**src/rtl/x25519_pkg.sv**
```systemverilog
// Shared constants and state encoding for the X25519 u-coordinate encoder
// and any other stage that works on field elements modulo 2^255-19.
package x25519_pkg;

   // Field prime p = 2^255 - 19, expressed as all-ones minus 18.
   localparam logic [254:0] P25519 = {255{1'b1}} - 255'd18;

   // Number of bytes in an encoded field element.
   localparam int ENC_BYTES = 32;

   // Encoder sequencing states.
   typedef enum logic [1:0] {
      S_IDLE   = 2'd0,
      S_READY  = 2'd1,
      S_REDUCE = 2'd2,
      S_SEND   = 2'd3
   } state_e;

endpackage

```
**src/rtl/x25519_encode_modp_reduce.sv**
```systemverilog
// Combinational canonical reduction of a 255-bit value modulo p = 2^255-19.
// Any 255-bit input is below 2p, so a single conditional subtraction is
// enough to land in 0..p-1.
module modp_reduce
   import x25519_pkg::*;
(
   input  logic [254:0] x,
   output logic [254:0] y
);

   // Subtract p once when the input is at or above p.
   always_comb begin
      y = x;
      if (x >= P25519) begin
         y = x - P25519;
      end
   end

endmodule

```
**src/rtl/x25519_encode.sv**
```systemverilog
// X25519 field-element encoder: accepts a possibly non-canonical 255-bit
// value, reduces it modulo 2^255-19 and streams the 32-byte little-endian
// encoding (or big-endian with LSB_FIRST=0) over a valid/ready byte port.
// Optional feature macro: ENCODE_ZERO_CHECK_EN enables the is_zero flag;
// without it is_zero is tied low and no zero-detect logic exists.
module x25519_encode
   import x25519_pkg::*;
#(
   parameter bit LSB_FIRST = 1'b1
)
(
   input  logic         clk,
   input  logic         rst,
   input  logic [254:0] X,
   input  logic         req_valid,
   output logic         req_ready,
   output logic         req_busy,
   output logic [7:0]   out_byte,
   output logic         out_valid,
   input  logic         out_ready,
   output logic         out_last,
   output logic         is_zero
);

   localparam logic [4:0] LAST_COUNT = 5'(ENC_BYTES - 1);

   state_e       state;
   logic [254:0] value;
   logic [254:0] reduced;
   logic [4:0]   count;
   logic [4:0]   byte_idx;
   logic [255:0] enc;
   logic         accept;
   logic         transfer;

   modp_reduce u_reduce (
      .x (value),
      .y (reduced)
   );

   // Bit 255 of the encoding is always zero; byte order follows LSB_FIRST.
   always_comb begin
      accept   = (state == S_IDLE) && req_valid;
      transfer = (state == S_SEND) && out_valid && out_ready;
      enc      = {1'b0, value};
      byte_idx = LSB_FIRST ? count : (LAST_COUNT - count);
      out_byte = 8'h00;
      if (out_valid) begin
         out_byte = enc[{byte_idx, 3'b000} +: 8];
      end
      out_last = out_valid && (count == LAST_COUNT);
   end

   // Request handshake, reduction step and byte sequencing.
   always_ff @(posedge clk or negedge rst) begin
      if (!rst) begin
         state     <= S_IDLE;
         value     <= '0;
         count     <= '0;
         req_ready <= 1'b0;
         req_busy  <= 1'b0;
         out_valid <= 1'b0;
      end else begin
         case (state)
            S_IDLE: begin
               if (accept) begin
                  value     <= X;
                  req_ready <= 1'b1;
                  req_busy  <= 1'b1;
                  state     <= S_READY;
               end
            end
            S_READY: begin
               req_ready <= 1'b0;
               state     <= S_REDUCE;
            end
            S_REDUCE: begin
               value     <= reduced;
               out_valid <= 1'b1;
               count     <= '0;
               state     <= S_SEND;
            end
            S_SEND: begin
               if (transfer) begin
                  if (count == LAST_COUNT) begin
                     out_valid <= 1'b0;
                     req_busy  <= 1'b0;
                     count     <= '0;
                     state     <= S_IDLE;
                  end else begin
                     count <= count + 5'd1;
                  end
               end
            end
            default: begin
               state <= S_IDLE;
            end
         endcase
      end
   end

`ifdef ENCODE_ZERO_CHECK_EN
   logic zero_q;

   // Zero flag is captured from the canonical value and held until the next request.
   always_ff @(posedge clk or negedge rst) begin
      if (!rst) begin
         zero_q <= 1'b0;
      end else if (accept) begin
         zero_q <= 1'b0;
      end else if (state == S_REDUCE) begin
         zero_q <= (reduced == '0);
      end
   end

   assign is_zero = zero_q;
`else
   assign is_zero = 1'b0;
`endif

endmodule

```
**config.mk**
```make
export PLATFORM = sky130hd
export DESIGN_NAME = x25519_encode
export DESIGN_NICKNAME = d
export VERILOG_FILES = /design/src/rtl/x25519_pkg.sv /design/src/rtl/x25519_encode_modp_reduce.sv /design/src/rtl/x25519_encode.sv
export SDC_FILE = /design/constraint.sdc
export NUM_CORES = 1
export LEC_CHECK = 0
export CAP_MARGIN = 20
export CORE_MARGIN = 2
export CORE_UTILIZATION = 45
export DETAILED_ROUTE_END_ITERATION = 12
export PLACE_DENSITY_LB_ADDON = 0.3
export SETUP_SLACK_MARGIN = 0.02
export SLEW_MARGIN = 20
export SYNTH_ARGS = -nofsm -noshare
export SYNTH_HDL_FRONTEND = slang
export SYNTH_SLANG_ARGS = --single-unit
```
**constraint.sdc**
```tcl
create_clock -name clk -period 10.1 [get_ports clk]
set_input_delay 2.02 -clock clk [delete_from_list [all_inputs] [get_ports clk]]
set_output_delay 2.02 -clock clk [all_outputs]
set_load 0.03 [all_outputs]
```
==> metrics, run 1 <==
number of synthesized flops with an enable pin=0; CP Max Fanout=37; # DRC=0; CTS clk-pin slew, worst paths=about 70 ps; IO Pins=between 200 and 300; CTS buffer count=29; total gr overflow=0; synthesized flop and latch total=265; number of placement rows=between 70 and 80; Worst Tran Pin Value=about 1200 ps; DRT Pass-1 Iters=6; fin nets=2368; Max-slew headroom=0.221; vias in the first global route=approximately 18000; Mapped Area=approximately 17000 sq um; WHS=502 ps; commonest non-fill, non-tap cells in the layout=nor2_1 (313), clkdlybuf4s50_1 (269), dfrtp_1 (262); final worst slack=3750 ps; Inst Count DP=2580; worst hold stages=2; r2r endpoint=value[242]; Buffers on Ports=270; Finish-stage setup viols=0; routed vias=approximately 19000; Worst Hold Launch=req_busy; largest net degree at the start of global routing=about 160; fin util=0.563; total clock sinks=between 200 and 300; first-pass GRT wire length=around 120000 um; Main synth FF type=dfrtp_1; final worst-path cycle share=0.629; crit path kind=register to primary output; worst setup slack after placement=around 4400 ps; Critical Path Sink Type=primary output; Async SR Flop Fraction=1.00; reg2reg start=state[0]; Synth Instances=~1900; Mapped Nets=2172; Crit. Startpoint=byte_idx[0]; Detailed Route WL=between 70000 and 80000 um; Die Wd=around 200 um; worst skew pair latency=around 580 ps; Ys Warns=0; CTS H-tree depth=1; crit start category=register; most common cell after layout, fill and taps aside=nor2_1; post-route minimum period=6350 ps; Area Overhead vs Synth=23.6%; worst reg2reg setup slack=5650 ps; Pleak=between 7 and 8 nW; Slowest-stage cell, CP=dfrtp_4; CP peak stage delay=860 ps; Worst path depth=6; CP cell instances=buf_4 > mux4_2 > mux4_2 > mux2i_1 > nor2b_1 > clkdlybuf4s50_1; Clock Tree Root=clkbuf_16; layout cell share with drive strength beyond 1=0.0906; maximum vdd drop=about 0.17 mV; Post-DP HPWL=roughly 57000 um; setup bufs post-CTS=0; non-filler instance count after layout=between 2000 and 3000; Final Wtd Congestion=~1.0; Total Routing Usage GR=0.395; Crit path arrival time=approximately 4300 ps; CTS tree=built; Worst Skew=about 9 ps; Fill cells=3381; Register-to-Register Path Depth=9; CP top delay family=multiplexers; remaining antenna violation count after routing=0; Buf/Inv on CP=2; routed wire length per instance=29.9 um; Final Hold Fails=0; Clock Tree Buf Depth=3; Peak Freq=157 MHz; initial drt markers=just over 3000; Slew Viols, Final=0; Netlist cell types=70; initial antenna violation count=2; Post-CTS Resized=0; Initial Util=0.455; worst hold path class=register to register; status=completed; register area share after synthesis=0.388; core area=~38000 sq um; Pwr Density=299 nW/um^2; max cap viols=0; full die area=between 30000 and 40000 sq um; Critical Path RT=between 8000 and 9000 ps; Crit path top cell by count=mux4_2; Final TNS setup=0 ps; CP Capture Point=out_byte[7]; CTS Hold Bufs=0; Vert. Die Dim=~200 um; unrepaired setup endpoints after global routing=false; routed vias/inst=7.05; syn avg cell area=roughly 9.0 sq um
[tightest hold or removal path: stages, from the launching register on]
cell,delay (ps)
dfrtp_1,360
nand2_1,60
nand2_1,50
[layer usage]
layer / GRT usage / wire, um / up-vias
li1: - / - / 7736
met1: 0.536 / 29900 / 9106
met2: 0.609 / 34800 / 1416
met3: 0.0909 / 9810 / 294
met4: 0.168 / 4120 / 2
met5: 0 / 16 / -
[cell type report]
| cell class | instances | area [sq um] | area share |
|---|---|---|---|
| clock inverters | 11 | 134 | 0.00633 |
| repair buffers | 297 | 2940 | 0.139 |
| diodes | 2 | 5.00 | 0.000237 |
| flip-flops and latches | 265 | 6640 | 0.314 |
| multi-input cells | 1479 | 9870 | 0.467 |
| well taps | 511 | 639 | 0.0302 |
| clock buffers | 39 | 803 | 0.0380 |
| inverters | 29 | 109 | 0.00515 |
[sequential cells by signal, summed over array words and instances, names as in the netlist]
signal,count
byte_idx,5
req_ready,1
out_valid,1
state,2
value,255
req_busy,1
[cell usage after synthesis (12+ instances only)]
| library cell | number | area [sq um] |
|---|---|---|
| buf_1 | 16 | 60.1 |
| nand4_1 | 103 | 644 |
| nor4_1 | 53 | 332 |
| a22o_1 | 94 | 823 |
| inv_1 | 29 | 109 |
| nand3_1 | 113 | 566 |
| o22ai_1 | 89 | 557 |
| and4_1 | 27 | 236 |
| o21ai_0 | 89 | 445 |
| a22oi_1 | 13 | 97.6 |
| nor2b_1 | 13 | 81.3 |
| nand2_1 | 101 | 379 |
| a21oi_1 | 118 | 591 |
| buf_2 | 27 | 135 |
| nor2_1 | 315 | 1180 |
| clkbuf_1 | 79 | 297 |
| o22a_1 | 30 | 263 |
| nor3_1 | 49 | 245 |
| a31oi_1 | 18 | 113 |
| and3_1 | 34 | 213 |
| or2_2 | 12 | 75.1 |
| mux4_2 | 79 | 1780 |
| dfrtp_1 | 265 | 6630 |
[how the worst min path moves through the flow]
stage                  to  slack, ps
2_1_floorplan  value[117]        480
3_3_place_gp     req_busy        490
3_5_place_dp     req_busy        490
4_1_cts          req_busy        510
5_1_grt          req_busy        540
6_report         req_busy        500
[stage by stage]
step,instance area [sq um],total power [W]
2_1_floorplan,17100,0.00390
4_1_cts,21100,0.00618
3_3_place_gp,20200,0.00503
6_report,21100,0.00631
5_1_grt,21100,0.00656
3_5_place_dp,20200,0.00509
[kinds of logic after synthesis]
group | count (synthesis) | share of synthesized area
fa+ha+maj | 8 | 0.00586
buf+inv | 161 | 0.0402
mux | 91 | 0.111
other cells | 1 | 0.000219
compound gates | 510 | 0.199
simple gates | 869 | 0.256
flops | 265 | 0.388
[power breakdown]
group / internal [W] / switching, W / leakage [nW] / total, W
clock network: 0.000629 / 0.000469 / 0.468 / 0.00110
registers: 0.00156 / 0.000853 / 2.99 / 0.00241
logic: 0.00118 / 0.00163 / 4.13 / 0.00280
Note: power is estimated with default switching activity, not from simulation.
==> inputs of run 2 (changes only) <==
- clock period: 10.1 -> 5.5 ns (I/O delays scaled with it)
==> metrics, run 2 (same netlist as run 1, synthesis figures left out) <==
Crit path arrival time=around 4100 ps; Detailed Route WL=around 77000 um; part of the power in registers=0.367; Top Usage Layer GRT=met2; commonest non-fill, non-tap cells in the layout=nor2_1 (313), clkdlybuf4s50_1 (269), dfrtp_1 (262); Fill cells=around 3400; setup bufs post-CTS=0; Area Overhead vs Synth=25.3%; Reg with most FFs=value; CTS Hold Bufs=0; fin nets=2385; GR Util met2=0.572; CP top delay family=multiplexers; CTS clk-pin slew, worst paths=approximately 60 ps; CTS H-tree depth=1; Logic pwr share=0.451; Inst Count DP=2598; Final Hold Fails=0; Post-DP HPWL=approximately 57000 um; routed vias=18300; status=completed; most common cell after layout, fill and taps aside=nor2_1; area post-placement=between 20000 and 25000 sq um; CTS tree=built; Clock power frac=0.182; GRT met1 Usage=0.527; non-filler instance count after layout=roughly 2700; initial antenna violation count=2; remaining antenna violation count after routing=0; unrepaired setup endpoints after global routing=false; worst hold path class=register to register; Critical Path RT=about 4400 ps; total gr overflow=0; Worst Skew=~12 ps; fin area=roughly 21000 sq um; Clock Tree Buf Depth=3; CTS buffer count=29; Worst Tran Pin Value=approximately 1100 ps; # diodes=0; fin util=0.570; Pleak=7.73 nW; final worst slack=292 ps; Crit path top cell by count=mux4_2; routed wire length per instance=28.9 um; Final TNS setup=0 ps; final worst-path cycle share=0.947; crit start category=register; largest net degree at the start of global routing=between 100 and 150; Pwr Density=between 500 and 600 nW/um^2; Buf/Inv on CP=2; Critical Path Sink Type=primary output; Final Wtd Congestion=approximately 1.1; Peak Freq=~190 MHz; Total Routing Usage GR=0.384; Finish-stage setup viols=0; worst setup slack after placement=around 770 ps; core area=roughly 38000 sq um; first-pass GRT wire length=113000 um; vias in the first global route=~17000; Post-CTS Resized=0; Sw Pwr=around 0.0054 W; worst skew pair latency=about 600 ps; Initial Util=0.455; IO Pins=around 270; internal power=approximately 0.0063 W; max cap viols=0; full die area=39600 sq um; Max-slew headroom=0.235; number of placement rows=71; CP cell instances=buf_4 > mux4_2 > mux4_2 > mux2i_1 > nor2b_1 > clkdlybuf4s50_1; Slew Viols, Final=0; CP Max Fanout=34; number of flip-flops in the largest register=around 260; total clock sinks=around 270; Sw Share=0.458; CP peak stage delay=between 800 and 900 ps; Die Wd=a little under 200 um; routed vias/inst=approximately 6.9; DRT Pass-1 Iters=6; crit path kind=register to primary output; # DRC=0; maximum vdd drop=between 0.3 and 0.4 mV; Vert. Die Dim=about 200 um; Buffers on Ports=270; initial drt markers=roughly 2500; GR Layer Usage met3=0.0910; Clock Tree Root=clkbuf_16; post-route minimum period=5210 ps; Slowest-stage cell, CP=dfrtp_4; layout cell share with drive strength beyond 1=0.0981
[run 2: cell types whose count changed in the layout (fill, tap and decap cells not counted), sizes merged]
cell      change
buf          +17
clkbuf        +6
clkinv        -5
clkinvlp      +3
diode         -2
[run 2: final cells by class]
class                   instances  area (sq um)  share of cell area
multi-input cells            1479          9860               0.460
flip-flops and latches        265          6640               0.310
repair buffers                314          3150               0.147
clock buffers                  45           886              0.0414
well taps                     511           639              0.0298
clock inverters                 9           146             0.00683
inverters                      29           109             0.00508
[run 2: tightest hold or removal path, stage by stage, from the launching register on]
cell,delay [ps]
dfrtp_1,360
nand2_1,60
nand2_1,60
[run 2: final timing paths]
check	from	to	slack, ps	depth (start not counted)
max in group asynchronous	rst	value[62]	3710	2
min in group asynchronous	rst	value[77]	590	1
max reg2reg	value[107]	value[102]	860	9
min reg2reg	req_busy	req_busy	510	2
max	byte_idx[0]	out_byte[0]	290	6
min	req_busy	req_busy	510	2
[run 2: through the flow]
step	total power (W)	hold slack [ps]
floorplan	0.00715	482
global placement	0.00922	493
detailed placement	0.00935	498
CTS	0.0115	514
global route	0.0122	537
finish	0.0117	511
[run 2: power groups by stage]
stage	combinational (W)	clock, W	sequential (W)
2_1_floorplan	0.00356	0	0.00359
3_3_place_gp	0.00501	0	0.00421
3_5_place_dp	0.00513	0	0.00422
4_1_cts	0.00515	0.00214	0.00421
5_1_grt	0.00561	0.00221	0.00437
6_report	0.00527	0.00213	0.00430
[run 2: routing by layer]
layer  wire length, um  vias up
li1                  -     7781
met1             29900     8946
met2             33200     1294
met3              9030      265
met4              4610        4
met5                23        -
==> inputs of run 3 (changes only) <==
- CORE_MARGIN: 2 -> 5
==> metrics, run 3 (same netlist as run 1, synthesis figures left out) <==
status=completed; full die area=42000 sq um; M1 WL=approximately 32000 um; setup bufs post-CTS=0; maximum vdd drop=0.745 mV; Max-slew headroom=0.178; initial drt markers=2537; crit path kind=register to primary output; crit start category=register; CP cell instances=buf_12 > mux4_2 > mux4_2 > mux2i_1 > nor2b_1 > clkdlybuf4s50_1; most common cell after layout, fill and taps aside=nor2_1; Fill cells=3392; Total Routing Usage GR=0.371; Reg with most FFs=value; CTS H-tree depth=1; Slowest-stage cell, CP=dfrtp_4; Detailed Route WL=around 80000 um; Final Hold Fails=0; initial antenna violation count=3; Final TNS setup=0 ps; routed vias=18300; CP Max Fanout=38; # DRC=0; Clock Tree Buf Depth=3; remaining antenna violation count after routing=0; routed wire length per instance=about 30 um; core area=~38000 sq um; total gr overflow=0; top sig layer=met5; post-route minimum period=5080 ps; commonest non-fill, non-tap cells in the layout=nor2_1 (313), clkdlybuf4s50_1 (269), dfrtp_1 (263); Die Wd=between 200 and 250 um; final worst-path cycle share=0.923; Pleak=approximately 7.7 nW; Finish-stage setup viols=0; largest net degree at the start of global routing=about 150; Buffers on Ports=between 200 and 300; DRT Pass-1 Iters=8; routed vias/inst=a little under 7; Critical Path RT=4400 ps; Worst Skew=roughly 12 ps; CTS buffer count=31; Total Power=about 0.012 W; CTS clk-pin slew, worst paths=around 70 ps; CP peak stage delay=~660 ps; Vert. Die Dim=between 200 and 250 um; Critical Path Sink Type=primary output; worst hold path class=register to register; first-pass GRT wire length=between 100000 and 150000 um; number of placement rows=between 70 and 80; fin nets=about 2400; Clock Tree Root=clkbuf_16; Slew Viols, Final=0; Pwr Density=about 550 nW/um^2; Worst Tran Pin Value=roughly 1200 ps; CTS tree=built; Peak Freq=between 150 and 200 MHz; Post-CTS Resized=0; total clock sinks=~270; IO Pins=between 200 and 300; worst skew pair latency=590 ps; Initial Util=0.455; max cap viols=0; Crit path top cell by count=mux4_2; unrepaired setup endpoints after global routing=false; Crit path arrival time=around 4000 ps; Final Wtd Congestion=approximately 1.0; CTS Hold Bufs=0; met2 WL=35500 um; Post-DP HPWL=~60000 um; number of flip-flops in the largest register=between 200 and 300; layout cell share with drive strength beyond 1=0.100; vias in the first global route=roughly 18000; metal3 WL=between 8000 and 9000 um; Area Overhead vs Synth=25.4%
[run 3: changes by cell type in the layout (fill, tap and decap cells not counted), sizes merged]
cell,previous run,this run
clkinv,2,7
bufinv,3,4
clkbuf,45,40
diode,0,1
clkinvlp,3,4
inv,30,31
[run 3: layout make-up]
| cell class | instances | area (sq um) | share of cell area |
|---|---|---|---|
| multi-input combinational | 1479 | 9860 | 0.460 |
| sequential | 265 | 6640 | 0.310 |
| timing repair buffer | 314 | 3130 | 0.146 |
| clock buffer | 40 | 860 | 0.0401 |
| tap | 511 | 639 | 0.0298 |
| clock inverter | 17 | 210 | 0.00980 |
| inverter | 29 | 109 | 0.00508 |
| antenna | 1 | 2.50 | 0.000117 |
[run 3: worst paths after layout]
| path | startpoint | endpoint | slack, ps | cells past startpoint |
|---|---|---|---|---|
| worst max-delay path | byte_idx[0] | out_byte[0] | 420 | 6 |
| min in group asynchronous | rst | value[84] | 540 | 1 |
| worst min-delay path | req_busy | req_busy | 520 | 2 |
| worst min register to register | req_busy | req_busy | 520 | 2 |
| worst max register to register | value[0] | value[126] | 1390 | 9 |
| max in group asynchronous | rst | value[220] | 3760 | 2 |
[run 3: power by group]
group	internal, W	switching (W)
logic	0.00221	0.00308
registers	0.00286	0.00145
clock network	0.00129	0.000912
total	0.00637	0.00544
[run 3: layer usage]
layer  track usage  up-vias
li1              -     7780
met1         0.520     8984
met2         0.563     1279
met3        0.0885      244
met4         0.140        6
met5             0        -
[run 3: stage by stage]
step | area, sq um | setup slack, ps | util | instances | hold WS, ps
CTS | 21400 | 488 | 0.570 | 2655 | 516
floorplan | 17100 | 1750 | - | 1905 | 482
detailed placement | 20400 | 1040 | 0.542 | 2598 | 496
global placement | 20400 | 1130 | 0.542 | 2598 | 492
global route | 21400 | 308 | 0.570 | 2655 | 564
finish | 21400 | 423 | 0.571 | 2656 | 516
[run 3: worst max-delay path, delay by kind of cell (launching register included)]
kind / cells / cell delay [ps]
simple gates: 1 / 110
mux: 3 / 1600
flops: 1 / 660
buf+inv: 2 / 940
